File: src/rtl/up_counter_timer.sv
//==============================================================================
// Module   : up_counter_timer
// Brief    : Loadable up-counting interval timer (one-shot or auto-reload).
//            Optional macro UP_COUNTER_TIMER_TICK_EN adds a tick qualifier input.
// Revision : 1.0  initial release
//==============================================================================
`default_nettype none

module up_counter_timer #(
    parameter int WIDTH = 4
) (
    input  logic             clk,
    input  logic             reset,
    input  logic             start,
    input  logic             stop,
    input  logic             clear,
    input  logic             mode,
`ifdef UP_COUNTER_TIMER_TICK_EN
    input  logic             tick,
`endif
    input  logic [WIDTH-1:0] limit,
    output logic [WIDTH-1:0] q,
    output logic             busy,
    output logic             done
);

    localparam logic [WIDTH-1:0] c_zero = '0;
    localparam logic [WIDTH-1:0] c_one  = {{(WIDTH-1){1'b0}}, 1'b1};

    typedef enum logic [1:0] {
        S_IDLE = 2'd0,
        S_RUN  = 2'd1,
        S_DONE = 2'd2
    } state_t;

    state_t           r_state;
    state_t           w_state_nxt;
    logic [WIDTH-1:0] r_q;
    logic [WIDTH-1:0] w_q_nxt;
    logic [WIDTH-1:0] r_limit;
    logic [WIDTH-1:0] w_limit_nxt;
    logic             r_mode;
    logic             w_mode_nxt;
    logic             w_tick;
    logic             w_at_limit;

`ifdef UP_COUNTER_TIMER_TICK_EN
    assign w_tick = tick;
`else
    assign w_tick = 1'b1;
`endif

    assign w_at_limit = (r_state == S_RUN) && (r_q == r_limit);

    always_ff @(posedge clk or negedge reset) begin
        if (!reset) begin
            r_state <= S_IDLE;
            r_q     <= c_zero;
            r_limit <= c_zero;
            r_mode  <= 1'b0;
        end else begin
            r_state <= w_state_nxt;
            r_q     <= w_q_nxt;
            r_limit <= w_limit_nxt;
            r_mode  <= w_mode_nxt;
        end
    end

    // Priority per edge: clear, then stop (RUN only), then start (IDLE/DONE only).
    always_comb begin
        w_state_nxt = r_state;
        w_q_nxt     = r_q;
        w_limit_nxt = r_limit;
        w_mode_nxt  = r_mode;
        if (clear) begin
            w_state_nxt = S_IDLE;
            w_q_nxt     = c_zero;
        end else begin
            case (r_state)
                S_IDLE, S_DONE: begin
                    if (start) begin
                        w_limit_nxt = limit;
                        w_mode_nxt  = mode;
                        w_q_nxt     = c_zero;
                        w_state_nxt = S_RUN;
                    end
                end
                S_RUN: begin
                    if (stop) begin
                        w_state_nxt = S_IDLE;
                    end else if (w_tick) begin
                        if (r_q == r_limit) begin
                            if (r_mode) begin
                                w_q_nxt = c_zero;
                            end else begin
                                w_state_nxt = S_DONE;
                            end
                        end else begin
                            w_q_nxt = r_q + c_one;
                        end
                    end
                end
                default: begin
                    w_state_nxt = S_IDLE;
                    w_q_nxt     = c_zero;
                end
            endcase
        end
    end

    assign q    = r_q;
    assign busy = (r_state == S_RUN);
    assign done = w_at_limit && w_tick;

endmodule

`default_nettype wire
File: config.mk
export PLATFORM = sky130hd
export DESIGN_NAME = up_counter_timer
export DESIGN_NICKNAME = d
export VERILOG_FILES = /design/src/rtl/up_counter_timer.sv
export SDC_FILE = /design/constraint.sdc
export NUM_CORES = 1
export LEC_CHECK = 0
export ABC_AREA = 0
export BUFFER_PORTS_ARGS = -buffer_cell sky130_fd_sc_hd__buf_2
export CAP_MARGIN = 20
export CORE_AREA = 2 2 39 41
export CTS_CLUSTER_DIAMETER = 100
export DETAILED_ROUTE_END_ITERATION = 6
export DIE_AREA = 0 0 41 43
export GPL_ROUTABILITY_DRIVEN = 0
export PLACE_DENSITY = 0.68
export SLEW_MARGIN = 20
export SYNTH_ARGS = -nofsm -noshare
export SYNTH_HDL_FRONTEND = slang
export SYNTH_SLANG_ARGS = --single-unit
File: constraint.sdc
create_clock -name clk -period 1.92 [get_ports clk]
set_input_delay 0.096 -clock clk [delete_from_list [all_inputs] [get_ports clk]]
set_output_delay 0.096 -clock clk [all_outputs]
set_load 0.02 [all_outputs]
==> impl_metrics.yaml <==
outcome:
  status: "completed"
sta:
  fmax_ghz: 0.5858
  worst_slew_pin_slew_ns: 0.5196
  relSlewSlack_pct: 65.29
  hold-worst-slack_ns: 0.05531
  setup_viol: 0
  fin_worst_skew_ns: 0.0008082
  maxSlewViolCount: 0
  rsz0062_at_grt: "false"
  fin_crit_ns: 1.707
  finalCritPeriodShare_pct: 88.92
  hold_viol: 0
  tns_ns: 0
floorplan:
  coreArea_mm2: 0.001384
  num_rows: 14
  dieArea_mm2: 0.001763
  chipHeight_um: 43
  die_x_um: 41
  io_pins: 16
  initial_utilization_pct: 41.50
detailed_routing:
  wl_um: 1118
  avgViaCountPerCell: 5.253
  wl_per_cell_um: 12.85
  vias: 457
  drt_iter0_drc: 11
  drc_errors: 0
  route.antenna.remaining_nets: 0
  dr.pass1.iters: 4
synthesis:
  syn-num-nets: 62
  syn_area_um2: 574.3
  ys_seq_area_share_pct: 47.93
  ys_seq_elements: 11
  avgSynthCellArea_um2: 11.26
  netlist_instances: 51
  yosys.cell_types.count: 24
  synth_warnings: 0
clock_network:
  cts_max_path_buffers: 2
  root_buffer: "clkbuf_4"
  post_cts_buffers: 0
  ctsResizeCount: 0
  clock_latency_ns: 0.27
  htree_levels: 1
  cts_tree: "yes"
  cts_buffers: 3
  holdBufCountCts: 1
  clock_sinks: 11
  clk_pin_slew_ns: 0.07
setup_path:
  end_kind: "primary output"
  crit_slowest_cell: "dfrtp_1"
  crit_fanout: 9
  cp.required_ns: 1.82
  crit_family: "simple AND/OR/NAND/NOR gates"
  critPathArrivalTime_ns: 1.61
  crit_type: "flip-flop to primary output"
  ff2ff_path_depth: 4
  max_stage_delay_ns: 0.44
  path_depth: 4
  start_kind: "flip-flop"
  path_cells: "xnor2_1, nand4_2, nor3b_1, buf_2"
  crit_buf_inv: 1
pwr:
  power_density_mw_per_mm2: 760.0
  p_leak_nw: 0.3290
  vdd_ir_drop_max_v: 0.0003723
  p_total_mw: 0.5363
cells_and_area:
  num-nets-final: 83
  diodes: 0
  final_layout_size_suffix_gt1_share_pct: 36.62
  syn_to_final_growth_pct: 22.88
  multi_input_area_um2: 287.8
  seq_area_um2: 275.3
  fillerInstances: 132
place:
  dp_hpwl_um: 836.8
  port_buffers: 15
hold_path:
  hold_depth: 2
  min_path_type: "input port to flip-flop"
global_route:
  antenna_found_initial: 0
  grt_max_degree: 12
  grt_overflow_total: 0
  grt_usage_pct: 16.22
  grt_pass1_vias: 431
  grt_pass1_wl_um: 1856
job:
  cap_violations: 0
[per-stage QoR]
| step | cell area [µm²] | util, % | worst slack [ns] | cells |
|---|---|---|---|---|
| 5_1_grt | 705.7 | 50.99 | 0.01670 | 87 |
| 3_5_place_dp | 669.4 | 48.37 | 0.3894 | 82 |
| 2_1_floorplan | 574.3 | - | 0.3682 | 51 |
| 3_3_place_gp | 669.4 | 48.37 | 0.4209 | 82 |
| 6_report | 705.7 | 50.99 | 0.2128 | 87 |
| 4_1_cts | 705.7 | 50.99 | 0.1977 | 87 |
[power by group]
| group | internal [mW] | total (mW) | switching [mW] |
|---|---|---|---|
| Sequential | 0.257 | 0.280 | 0.0230 |
| Clock | 0.0805 | 0.157 | 0.0764 |
| Combinational | 0.0520 | 0.0997 | 0.0476 |
| Total | 0.389 | 0.536 | 0.147 |
[registers in the layout (all words and copies together) (netlist names)]
register  cells
q             4
r_state       2
r_limit       4
r_mode        1
[synth_stat cells]
| library cell | n | area [µm²] |
|---|---|---|
| dfrtp_1 | 11 | 275.3 |
| mux2_2 | 5 | 56.30 |
| xnor2_1 | 4 | 35.03 |
| inv_1 | 3 | 11.26 |
| nor2_1 | 3 | 11.26 |
| nor3b_1 | 3 | 22.52 |
| nand3_1 | 2 | 10.01 |
| nand4_1 | 2 | 12.51 |
| nor3_1 | 2 | 10.01 |
| o21ai_1 | 2 | 10.01 |
| a21oi_1 | 1 | 5.000 |
| ha_1 | 1 | 12.51 |
| mux2i_1 | 1 | 10.01 |
| nand2_1 | 1 | 3.750 |
| nand2b_1 | 1 | 6.260 |
| nand4_2 | 1 | 12.51 |
| nor2b_1 | 1 | 6.260 |
| nor3b_2 | 1 | 12.51 |
| o211ai_1 | 1 | 7.510 |
| o211ai_2 | 1 | 12.51 |
| o21ai_0 | 1 | 5.000 |
| o22a_1 | 1 | 8.760 |
| o31a_1 | 1 | 8.760 |
| or3b_1 | 1 | 8.760 |
[layer usage]
layer	vias to the layer above	share of wire (%)	global-route usage [%]	wire length, µm
met5	-	0	0	0
met1	220	46	21.02	517
li1	225	-	-	-
met4	0	1.7	10.00	19
met3	2	3.6	4.712	40
met2	10	48	22.81	542
[placed cells by master, fill, tap and decap left out]
cell / Yosys / final
a21oi_1: 1 / 1
buf_2: 0 / 15
clkbuf_1: 0 / 1
clkbuf_4: 0 / 3
dfrtp_1: 11 / 11
dlygate4sd3_1: 0 / 1
ha_1: 1 / 1
inv_1: 3 / 3
mux2_2: 5 / 5
mux2i_1: 1 / 1
nand2_1: 1 / 1
nand2b_1: 1 / 1
nand3_1: 2 / 2
nand4_1: 2 / 2
nand4_2: 1 / 1
nor2_1: 3 / 3
nor2b_1: 1 / 1
nor3_1: 2 / 2
nor3b_1: 3 / 3
nor3b_2: 1 / 1
o211ai_1: 1 / 1
o211ai_2: 1 / 1
o21ai_0: 1 / 1
o21ai_1: 2 / 2
o22a_1: 1 / 1
o31a_1: 1 / 1
or3b_1: 1 / 1
xnor2_1: 4 / 4
[area by class of cell]
cell class	instances	share of cell area, %
Clock buffer	4	3.723
Inverter	3	1.596
Multi-Input combinational cell	37	40.78
Sequential cell	11	39.01
Tap cell	16	2.837
Timing Repair Buffer	16	12.06
[final timing paths]
kind                                             start                      to  slack (ns)
min in group asynchronous                        reset        q[2]$_DFFE_PN0P_        0.22
worst max-delay path                  q[3]$_DFFE_PN0P_                    done        0.21
worst max register to register        q[3]$_DFFE_PN0P_        q[0]$_DFFE_PN0P_        0.38
worst min-delay path                          limit[0]  r_limit[0]$_DFFE_PN0P_        0.06
worst min register to register  r_limit[3]$_DFFE_PN0P_  r_limit[3]$_DFFE_PN0P_        0.54
max in group asynchronous                        reset  r_state[1]$_DFFE_PN0P_        1.50
[logic make-up (layout without fill, tap and decap cells)]
logic type / after synthesis / count (layout) / synth area share [%]
AND/OR/NAND/NOR: 18 / 18 / 20.26
flip-flops: 11 / 11 / 47.93
AO/OA/AOI/OAI: 8 / 8 / 10.02
multiplexers: 6 / 6 / 11.55
XOR/XNOR: 4 / 4 / 6.100
buffers and inverters: 3 / 23 / 1.961
adder cells (fa/ha/maj): 1 / 1 / 2.178
Note: power is estimated with default switching activity, not from simulation.
